### src/rtl/addr_rr_arbiter.sv
// rtl/addr_rr_arbiter.sv - write-address arbiter with registered output stage and grant-order FIFO
module addr_rr_arbiter #(
  parameter int NUM_S     = 3,
  parameter int ADDR_W    = 12,
  parameter int LEN_W     = 8,
  parameter int ID_W      = 6,
  parameter int ARB_MODE  = 0,
  parameter int ORD_DEPTH = 4,
  localparam int IDX_W    = (NUM_S > 1) ? $clog2(NUM_S) : 1
) (
  input  logic                    clk,
  input  logic                    rst,
  input  logic [NUM_S*ADDR_W-1:0] s_awaddr,
  input  logic [NUM_S*LEN_W-1:0]  s_awlen,
  input  logic [NUM_S*3-1:0]      s_awsize,
  input  logic [NUM_S*2-1:0]      s_awburst,
  input  logic [NUM_S*ID_W-1:0]   s_awid,
  input  logic [NUM_S-1:0]        s_awvalid,
  output logic [NUM_S-1:0]        s_awready,
  output logic [ADDR_W-1:0]       m_awaddr,
  output logic [LEN_W-1:0]        m_awlen,
  output logic [2:0]              m_awsize,
  output logic [1:0]              m_awburst,
  output logic [ID_W-1:0]         m_awid,
  output logic                    m_awvalid,
  input  logic                    m_awready,
  output logic [IDX_W-1:0]        wsel_idx,
  output logic                    wsel_valid,
  input  logic                    wsel_pop
);

  localparam int PTR_W = (ORD_DEPTH > 1) ? $clog2(ORD_DEPTH) : 1;
  localparam int CNT_W = PTR_W + 1;

  typedef enum logic {ST_EMPTY = 1'b0, ST_FULL = 1'b1} state_t;

  state_t             state_q, state_d;
  logic [NUM_S-1:0]   ptr_q;
  logic [NUM_S-1:0]   hi_mask;
  logic [NUM_S-1:0]   req_hi;
  logic [NUM_S-1:0]   req_pick;
  logic [NUM_S-1:0]   grant;
  logic [IDX_W-1:0]   grant_idx;
  logic               mask_acc;
  logic               any_req;
  logic               load_en;
  logic               load;
  logic               pop_ok;
  logic               fifo_full;

  logic [ADDR_W-1:0]  sel_addr;
  logic [LEN_W-1:0]   sel_len;
  logic [2:0]         sel_size;
  logic [1:0]         sel_burst;
  logic [ID_W-1:0]    sel_id;

  logic [IDX_W-1:0]   ord_mem [ORD_DEPTH];
  logic [PTR_W-1:0]   wr_ptr_q;
  logic [PTR_W-1:0]   rd_ptr_q;
  logic [CNT_W-1:0]   count_q;

  // Thermometer mask of indices at or above the round-robin pointer.
  always_comb begin
    hi_mask  = '0;
    mask_acc = 1'b0;
    for (int i = 0; i < NUM_S; i++) begin
      mask_acc   = mask_acc | ptr_q[i];
      hi_mask[i] = mask_acc;
    end
  end

  // Prefer requests at/above the pointer; fall back to the wrapped-around set. Fixed mode searches from 0.
  always_comb begin
    req_hi   = (ARB_MODE != 0) ? s_awvalid : (s_awvalid & hi_mask);
    req_pick = (|req_hi) ? req_hi : s_awvalid;
    grant    = '0;
    for (int i = NUM_S - 1; i >= 0; i--) begin
      if (req_pick[i]) begin
        grant    = '0;
        grant[i] = 1'b1;
      end
    end
  end

  // Binary index and payload of the granted source.
  always_comb begin
    grant_idx = '0;
    sel_addr  = '0;
    sel_len   = '0;
    sel_size  = '0;
    sel_burst = '0;
    sel_id    = '0;
    for (int i = 0; i < NUM_S; i++) begin
      if (grant[i]) begin
        grant_idx = IDX_W'(i);
        sel_addr  = s_awaddr[i*ADDR_W +: ADDR_W];
        sel_len   = s_awlen[i*LEN_W +: LEN_W];
        sel_size  = s_awsize[i*3 +: 3];
        sel_burst = s_awburst[i*2 +: 2];
        sel_id    = s_awid[i*ID_W +: ID_W];
      end
    end
  end

  // A load needs a free output slot and a free order slot; a retiring entry frees one in the same cycle.
  always_comb begin
    any_req    = |s_awvalid;
    wsel_valid = (count_q != '0);
    fifo_full  = (count_q == CNT_W'(ORD_DEPTH));
    pop_ok     = wsel_pop & wsel_valid & ~rst;
    load_en    = ~rst & ((state_q == ST_EMPTY) | m_awready) & (~fifo_full | pop_ok);
    load       = load_en & any_req;
    s_awready  = load_en ? grant : '0;
    wsel_idx   = wsel_valid ? ord_mem[rd_ptr_q] : '0;
  end

  // Output-stage state register.
  always_ff @(posedge clk) begin
    if (rst) begin
      state_q <= ST_EMPTY;
    end else begin
      state_q <= state_d;
    end
  end

  // Output-stage next state: a held beat leaves only on m_awready; a load refills it.
  always_comb begin
    state_d   = state_q;
    m_awvalid = (state_q == ST_FULL);
    case (state_q)
      ST_EMPTY: if (load) state_d = ST_FULL;
      ST_FULL:  if (m_awready && !load) state_d = ST_EMPTY;
      default:  state_d = ST_EMPTY;
    endcase
  end

  // Registered downstream payload, captured only on a load.
  always_ff @(posedge clk) begin
    if (rst) begin
      m_awaddr  <= '0;
      m_awlen   <= '0;
      m_awsize  <= '0;
      m_awburst <= '0;
      m_awid    <= '0;
    end else if (load) begin
      m_awaddr  <= sel_addr;
      m_awlen   <= sel_len;
      m_awsize  <= sel_size;
      m_awburst <= sel_burst;
      m_awid    <= sel_id;
    end
  end

  // Round-robin pointer moves one past the source just loaded.
  always_ff @(posedge clk) begin
    if (rst) begin
      ptr_q    <= '0;
      ptr_q[0] <= 1'b1;
    end else if (load) begin
      ptr_q <= {grant[NUM_S-2:0], grant[NUM_S-1]};
    end
  end

  // Grant-order FIFO pointers and occupancy; pointers wrap naturally since depth is a power of two.
  always_ff @(posedge clk) begin
    if (rst) begin
      wr_ptr_q <= '0;
      rd_ptr_q <= '0;
      count_q  <= '0;
    end else begin
      if (load)   wr_ptr_q <= wr_ptr_q + PTR_W'(1);
      if (pop_ok) rd_ptr_q <= rd_ptr_q + PTR_W'(1);
      case ({load, pop_ok})
        2'b10:   count_q <= count_q + CNT_W'(1);
        2'b01:   count_q <= count_q - CNT_W'(1);
        default: count_q <= count_q;
      endcase
    end
  end

  // Grant-order storage; stale entries are masked by wsel_valid so no reset is needed.
  always_ff @(posedge clk) begin
    if (load) ord_mem[wr_ptr_q] <= grant_idx;
  end

endmodule
### config.mk
export PLATFORM = sky130hd
export DESIGN_NAME = addr_rr_arbiter
export DESIGN_NICKNAME = d
export VERILOG_FILES = /design/src/rtl/addr_rr_arbiter.sv
export SDC_FILE = /design/constraint.sdc
export NUM_CORES = 1
export LEC_CHECK = 0
export BUFFER_PORTS_ARGS = -buffer_cell sky130_fd_sc_hd__buf_2
export CAP_MARGIN = 20
export CORE_ASPECT_RATIO = 1.75
export CORE_MARGIN = 3
export CORE_UTILIZATION = 46
export DETAILED_ROUTE_END_ITERATION = 7
export PLACE_DENSITY = 0.8
export SYNTH_ARGS = -nofsm -noshare
export SYNTH_HDL_FRONTEND = slang
export SYNTH_SLANG_ARGS = --single-unit
### constraint.sdc
create_clock -name clk -period 3.15 [get_ports clk]
set_clock_uncertainty 0.15 [all_clocks]
set_input_delay 0.1575 -clock clk [delete_from_list [all_inputs] [get_ports clk]]
set_output_delay 0.1575 -clock clk [all_outputs]
set_load 0.01 [all_outputs]
Word level (Yosys, flattened, before mapping). Memory sizes are Yosys's and may differ from the RTL's. A register that Yosys moved wholly into a read port is not among the register bits. Index checks and enable logic that the tools add are counted.

Flip-flop bits (word level): 42. RAM bits: 8. Input bits: 100. Output and inout bits: 38. Logic and storage cells: 67. Memories: 1.

Add/subtract/negate cells: 4. Eq/ne operators: 3. Muxes and demuxes: 30. Bitwise operators: 13. Reduce and logical (&&, ||, !) cells: 6.

Memory list: ord_mem (words 4, width 2, read ports 1, clocked after memory_dff 1, wr ports 1, line 57) `logic [IDX_W-1:0] ord_mem [ORD_DEPTH];`.

Operators with widths (number): two-way mux 12 bit (3); two-way mux 3 bit (8); two-way mux 8 bit (3); two-way mux 6 bit (3); two-way mux 2 bit (7); one-hot mux 3 bit (2 select lines) (1); OR reduction 3 bit (2); AND 1 bit (5); adder 2 x 1 -> 2 bit (second input constant) (2); two-way mux 1 bit (4); bitwise OR 1 bit (4); adder 3 x 1 -> 3 bit (second input constant) (1); AND 3 bit (1); == test 3 bit (second input constant) (1); inverter 1 bit (3); nonzero test 3 bit (1); subtractor 3 x 1 -> 3 bit (second input constant) (1); == test 2 x 1 -> 1 bit (second input constant) (1); == test 2 bit (second input constant) (1); one-hot mux 1 bit (2 select lines) (1); nonzero test 2 bit (1); logical AND 1 bit (1); zero test 1 bit (1).

Logic depth before layout (Yosys ltp). Gate-level depths: netlist of the first run.

Word-level depth: 11. Mapped depth: 11. Mapped depth without buffers: 9.

Least setup slack after synthesis of the first run. Ideal clock, no wire load.

Kind: flip-flop to flip-flop. Start: register count_q[0]. End: register count_q[2]. Setup time: 0.074 ns. Data arrival time: 2.398 ns. Required time: 2.926 ns. Setup slack: 0.529 ns. Stages on the path, launching flop included: 11. Path buffers: 1. Clock period less this slack: 2.621 ns. Cell sequence: dfxtp_1 -> or4b_1 -> and4_4 -> clkinv_8 -> buf_6 -> ha_1 -> inv_1 -> fa_1 -> xor2_1 -> or3_1 -> a21oi_1.

Longest elaborated chain between the ends: 8. Elaborated cells between the ends (all ways): 14. Classes of those cells: add/sub (2); eq/ne (3); mux (1); bitwise (6); reduce/logical (2).

Ends and longest elaborated chain: start, declared (line 60) `logic [CNT_W-1:0] count_q;`; start signal, assigned (line 174) `2'b10: count_q <= count_q + CNT_W'(1);`; start signal, assigned (line 175) `2'b01: count_q <= count_q - CNT_W'(1);`; start signal, assigned (line 176) `default: count_q <= count_q;`; nonzero test 3 bit (line 108) `wsel_valid = (count_q != '0);`; AND 1 bit (2 in a row) (line 110) `pop_ok = wsel_pop & wsel_valid & ~rst;`; bitwise OR 1 bit (line 111) `load_en = ~rst & ((state_q == ST_EMPTY) | m_awready) & (~fifo_full | pop_ok);`; AND 1 bit (line 111); AND 1 bit (line 112) `load = load_en & any_req;`; == test 2 x 1 -> 1 bit / == test 2 bit (equally long branches) (line 173) `case ({load, pop_ok})`; one-hot mux 3 bit (2 select lines) / nonzero test 2 bit (equally long branches).

Parallel ways exist; a longest one is shown, timed or not. A chain may end at the register's enable or synchronous reset.

Worst setup path after layout of the first run. Ends and elaborated chain as after synthesis.

==> results of run 1 <==
-- through the flow --
step,worst slack (ns),hold slack (ns),power [W]
final,0.3288,0.01013,0.001763
after global routing,0.2246,0.01942,0.001849
after CTS,0.3369,0.002932,0.001766
after detailed placement,0.3617,0.2617,0.001257
after global placement,0.4531,0.2530,0.001241
after floorplan,0.5288,0.1485,0.001098
-- power by group through the flow --
stage | combinational [W] | sequential (W) | clock (W)
2_1_floorplan | 0.000290 | 0.000808 | 0
3_3_place_gp | 0.000450 | 0.000791 | 0
3_5_place_dp | 0.000462 | 0.000794 | 0
4_1_cts | 0.000495 | 0.000780 | 0.000491
5_1_grt | 0.000548 | 0.000789 | 0.000513
6_report | 0.000500 | 0.000780 | 0.000484
-- state kept, by name, summed over array words and instances (netlist names), named ones only --
signal     count
m_awaddr      12
m_awlen        8
ord_mem        8
m_awid         6
count_q        3
m_awsize       3
ptr_q          3
m_awburst      2
rd_ptr_q       2
wr_ptr_q       2
m_awvalid      1
-- critical path, delay by kind of cell (launching register included) --
kind	cells	cell delay, ns
DFF	1	0.35
and+or+nand+nor	3	1.11
buffers and inverters	2	0.23
AOI/OAI and AO/OA	1	0.14
xor gates and xnor gates	1	0.17
adders and majority gates	2	0.60
-- cell type report --
type | instances | area share
multi-input combinational | 187 | 0.3710
sequential | 52 | 0.2919
timing repair buffer | 173 | 0.2697
tap | 76 | 0.02476
clock buffer | 6 | 0.02150
inverter | 8 | 0.01107
clock inverter | 2 | 0.01010
-- final timing paths --
kind / end / slack [ns] / depth (start not counted)
setup / recovery: count_q[2] / 0.33 / 9
setup reg to reg: count_q[2] / 0.33 / 9
hold reg to reg: m_awaddr[9] / 0.35 / 2
hold / removal: flop / 0.01 / 2
-- cells by family (layout without fill, tap and decap cells) --
group,count (synthesis),after routing,share of synthesized area
flip-flops,52,52,0.4101
AND/OR/NAND/NOR,100,100,0.1593
multiplexers,2,2,0.01647
buffers and inverters,30,189,0.07231
XOR/XNOR,5,5,0.01602
AO/OA/AOI/OAI,74,74,0.2957
adder cells (fa/ha/maj),6,6,0.03021
-- cell usage after synthesis, drive strengths merged (2+ instances only) --
cell type | number | area, um^2
nand2 | 36 | 135.1
ha | 5 | 62.56
nor2 | 43 | 161.4
inv | 7 | 26.28
or3 | 3 | 18.77
a221oi | 31 | 365.4
edfxtp | 8 | 240.2
and2 | 9 | 56.30
xor2 | 4 | 35.03
clkbuf | 9 | 33.78
a22oi | 2 | 15.01
dfxtp | 44 | 880.8
mux4 | 2 | 45.04
buf | 13 | 121.4
a211oi | 31 | 352.8
a21oi | 4 | 20.02
nand2b | 3 | 18.77
-- per-layer routing --
metal | track usage | up-vias | share of wire | routed length, um
met4 | 0.1437 | 0 | 0.053 | 447
li1 | - | 1301 | - | -
met2 | 0.4401 | 133 | 0.53 | 4498
met1 | 0.2652 | 1313 | 0.35 | 2951
met5 | 0 | - | 0 | 0
met3 | 0.05821 | 37 | 0.072 | 614
==> flow_metrics.tcl, run 1 <==
set metrics [dict create \
    cp_max_fo 37 \
    clock_power_share 0.274 \
    synthesis.nets 375 \
    yosysWarnings 0 \
    ant_nets 0 \
    switchingPower_w 0.0005330 \
    placed_cell_area_um2 3400 \
    routed-via-count 2784 \
    clk_pin_slew_ns 0.09 \
    grt_pass1_wl_um 13500 \
    drive_above_1_share 0.4579 \
    vias_per_cell 5.524 \
    die_y_um 108.0 \
    post-route-min-period_ns 2.821 \
    tightest_slew_ns 0.7270 \
    synthFlopType "dfxtp_1" \
    p_comb_frac 0.283 \
    powerDensity_nw_per_um2 459.0 \
    antenna_found_initial 0 \
    r2r_start "count_q[0]" \
    status "finished, final reports clean" \
    hp-class "in2reg" \
    final_common_cell "buf_2" \
    path_class "reg2reg" \
    antenna_cells 0 \
    sw_frac_of_total 0.3023 \
    clock_sinks 52 \
    fin_cells 504 \
    start_kind "flop" \
    chipWidth_um 64.28 \
    hpwl_um 5301 \
    p_int_w 0.001230 \
    synth_edf_count 8 \
    relSlewSlack 0.5153 \
    irDropWorstVdd_mv 0.3623 \
    start_util 0.4817 \
    clock_latency_ns 0.30 \
    cts_buffers 5 \
    async_reset_ff_frac 0 \
    cts_post_setup_buffers_inserted 0 \
    fin_util 0.6768 \
    cellLeakagePower_nw 1.726 \
    nFillCells 439 \
    drc_errors 0 \
    clockRootBuffer "clkbuf_8" \
    core_area_um2 5675 \
    multi_input_area_um2 1425 \
    grt_overflow 0 \
    crit_path_end_kind "flop" \
    rsz0062_at_grt "false" \
    first_global_vias 2914 \
    timing.setup.tns_ns 0 \
    seqPwrFrac 0.442 \
    drt-pass1-iter-count 4 \
    hold_viol_final 0 \
    cp.required_ns 3.24 \
    cts_tree "built" \
    synth_area_um2 2734 \
    ys_types 37 \
    drv_slew 0 \
    cts_buffer_depth 2 \
    routabilityCongestion 0.7789 \
    post-route-cell-area_um2 3841 \
    io_buffers 137 \
    synth_seq_area_share 0.4101 \
    placementRows 36 \
    seq_area_um2 1121 \
    dp_cells 464 \
    nets 533 \
    grt_max_degree 38 \
    dieArea_um2 6941 \
    setup_viol 0 \
    avgSynthCellArea_um2 10.16 \
    timing.fmax_ghz 0.3545 \
    cts_resized 0 \
    crit_path_top_delay_cell "or4b_1" \
    gr-usage-all-layers 0.2485 \
    ys_seq_elements 52 \
    postCtsHoldBufs 32 \
    max_stage_delay_ns 0.57 \
    finalWirelength_um 8512 \
    layout_common_cells "buf_2, dfxtp_1, nor2_1, nand2_1, dlygate4sd3_1" \
    wl_per_cell_um 16.89 \
    htreeDepth 2 \
    syn_inst 269 \
    path_cells "or4b_1 -> and4_4 -> clkinv_8 -> ha_1 -> inv_1 -> fa_1 -> xor2_1 -> or3_1 -> a21oi_1" \
    syn2layout_area_growth_pct 40.50 \
    min_from "rst" \
    critical_path_arrival_ns 2.91 \
    critPathLaunch "count_q[0]" \
    cap_violations 0 \
    drtIter0Drc 88 \
    finalCritPeriodShare 0.8956 \
    num_io_pins 138 \
]
Power figures use the tool's default switching activity.
==> run 2, diff against run 1 <==
==> constraint.sdc (replaced) <==
create_clock -name clk -period 2.8 [get_ports clk]
set_clock_uncertainty 0.15 [all_clocks]
set_input_delay 0.14 -clock clk [delete_from_list [all_inputs] [get_ports clk]]
set_output_delay 0.14 -clock clk [all_outputs]
set_load 0.01 [all_outputs]
==> run 2 against run 1 <==
Compared with the run above:
- setup slack got worse by 0.20 ns
- power rose by 12%
- maximum frequency rose by 5.4%
- flip-flop and latch count is the same
- design area rose by 0.59%
==> flow_metrics.tcl, run 2 (synthesis results as in run 1) <==
set metrics [dict create \
    status "finished, final reports clean" \
    final_common_cell "buf_2" \
    setup_ws_ns 0.1241 \
    sw_frac_of_total 0.3007 \
    switchingPower_w 0.0005946 \
    finalWirelength_um 8446 \
    placementRows 36 \
    ant_nets 0 \
    htreeDepth 2 \
    hold_viol_final 0 \
    nets 536 \
    chipWidth_um 64.28 \
    gr-usage-all-layers 0.2421 \
    reg.largest.list "m_awaddr x12, m_awlen x8, ord_mem x8" \
    grt_overflow 0 \
    die_y_um 108.0 \
    dieArea_um2 6941 \
    fin_cells 507 \
    cts_resized 0 \
    grt_max_degree 38 \
    timing.fmax_ghz 0.3737 \
    antenna_cells 0 \
    layout_common_cells "buf_2, dfxtp_1, nor2_1, nand2_1, dlygate4sd3_1" \
    pre_cts_slack_ns 0.2297 \
    clock_latency_ns 0.30 \
    antenna_found_initial 0 \
    start_util 0.4817 \
    hpwl_um 5271 \
    p_comb_frac 0.287 \
    setup_viol 0 \
    cellLeakagePower_nw 1.737 \
    io_buffers 137 \
    syn2layout_area_growth_pct 41.33 \
    routed-via-count 2771 \
    drc_errors 0 \
    critical_path_arrival_ns 2.77 \
    wl_per_cell_um 16.66 \
    clockRootBuffer "clkbuf_8" \
    p_int_w 0.001383 \
    clock_power_share 0.269 \
    clock_sinks 52 \
    core_area_um2 5675 \
    drt-pass1-iter-count 4 \
    start_kind "flop" \
    num_io_pins 138 \
    powerDensity_nw_per_um2 511.8 \
    post-route-min-period_ns 2.676 \
    r2r_cells 7 \
    first_global_vias 2851 \
    cp_max_fo 36 \
    routabilityCongestion 0.7604 \
    largest_register_ffs 12 \
    finalCritPeriodShare 0.9557 \
    timing.setup.tns_ns 0 \
    cts_buffer_depth 2 \
    tightest_slew_ns 0.7182 \
    drv_slew 0 \
    cts_buffers 5 \
    cap_violations 0 \
    relSlewSlack 0.5212 \
    crit_path_end_kind "flop" \
    drive_above_1_share 0.4548 \
    vias_per_cell 5.465 \
    cts_tree "built" \
    drtIter0Drc 77 \
    dp_cells 465 \
    total_power_w 0.001978 \
    grt_pass1_wl_um 13120 \
    seqPwrFrac 0.444 \
    path_class "reg2reg" \
    irDropWorstVdd_mv 0.3895 \
    rsz0062_at_grt "false" \
    hold_depth 3 \
    cts_post_setup_buffers_inserted 0 \
    cp.required_ns 2.90 \
    clk_pin_slew_ns 0.09 \
    largest-register "m_awaddr" \
    hp-class "in2reg" \
]
[run 2: cell count changes in the layout (fill, tap and decap cells not counted)]
cell           delta
clkinv_1          +1
clkinv_4          -1
dlygate4sd3_1     +2
buf_4             +1
[run 2: layout make-up]
cell class,instances,area (um^2)
flip-flops and latches,52,1121
repair buffers,176,1064
well taps,76,95.09
clock inverters,2,33.78
fillers,442,1812
clock buffers,6,82.58
multi-input cells,187,1425
inverters,8,42.54
[run 2: stage by stage]
stage	hold slack [ns]	utilization	cell area, um^2
after detailed placement	0.2461	0.6003	3407
after global routing	0.07339	0.6808	3864
after global placement	0.2393	0.6003	3407
after floorplan	0.1310	-	2734
after CTS	0.04695	0.6808	3864
final	0.05863	0.6808	3864
[run 2: metal layers]
metal / track usage / up-vias / part of all wire
met5: 0 / - / 0
met4: 0.1225 / 0 / 0.031
met3: 0.05509 / 20 / 0.065
met2: 0.4364 / 127 / 0.55
met1: 0.2601 / 1323 / 0.35
li1: - / 1301 / -
[run 2: path summary, 6_finish.rpt]
check,start,endpoint,slack (ns)
min,s_awsize[6],m_awsize[0],0.06
max,count_q[0],m_awaddr[1],0.12
max reg2reg,count_q[0],m_awaddr[1],0.12
min reg2reg,m_awaddr[6],m_awaddr[6],0.35
[run 2: worst max-delay path, cell delays in order, from the launching register on]
cell and delay (ns):
dfxtp_1 0.35, or4b_1 0.56, and4_4 0.22, clkinv_8 0.04
buf_4 0.41, a221oi_2 0.07, a211oi_2 0.23, dlygate4sd3_1 0.57
[run 2: timing repair]
action	in CTS	in global routing
endpoints found under the hold margin	37	0
endpoints found under the setup margin	0	0
hold buffers	34	0
[run 2: power groups by stage]
stage	combinational [W]	sequential (W)	clock, W
after global routing	0.000620	0.000888	0.000567
after floorplan	0.000326	0.000909	0
after detailed placement	0.000520	0.000894	0
after global placement	0.000509	0.000890	0
after CTS	0.000559	0.000878	0.000544
final	0.000567	0.000879	0.000532
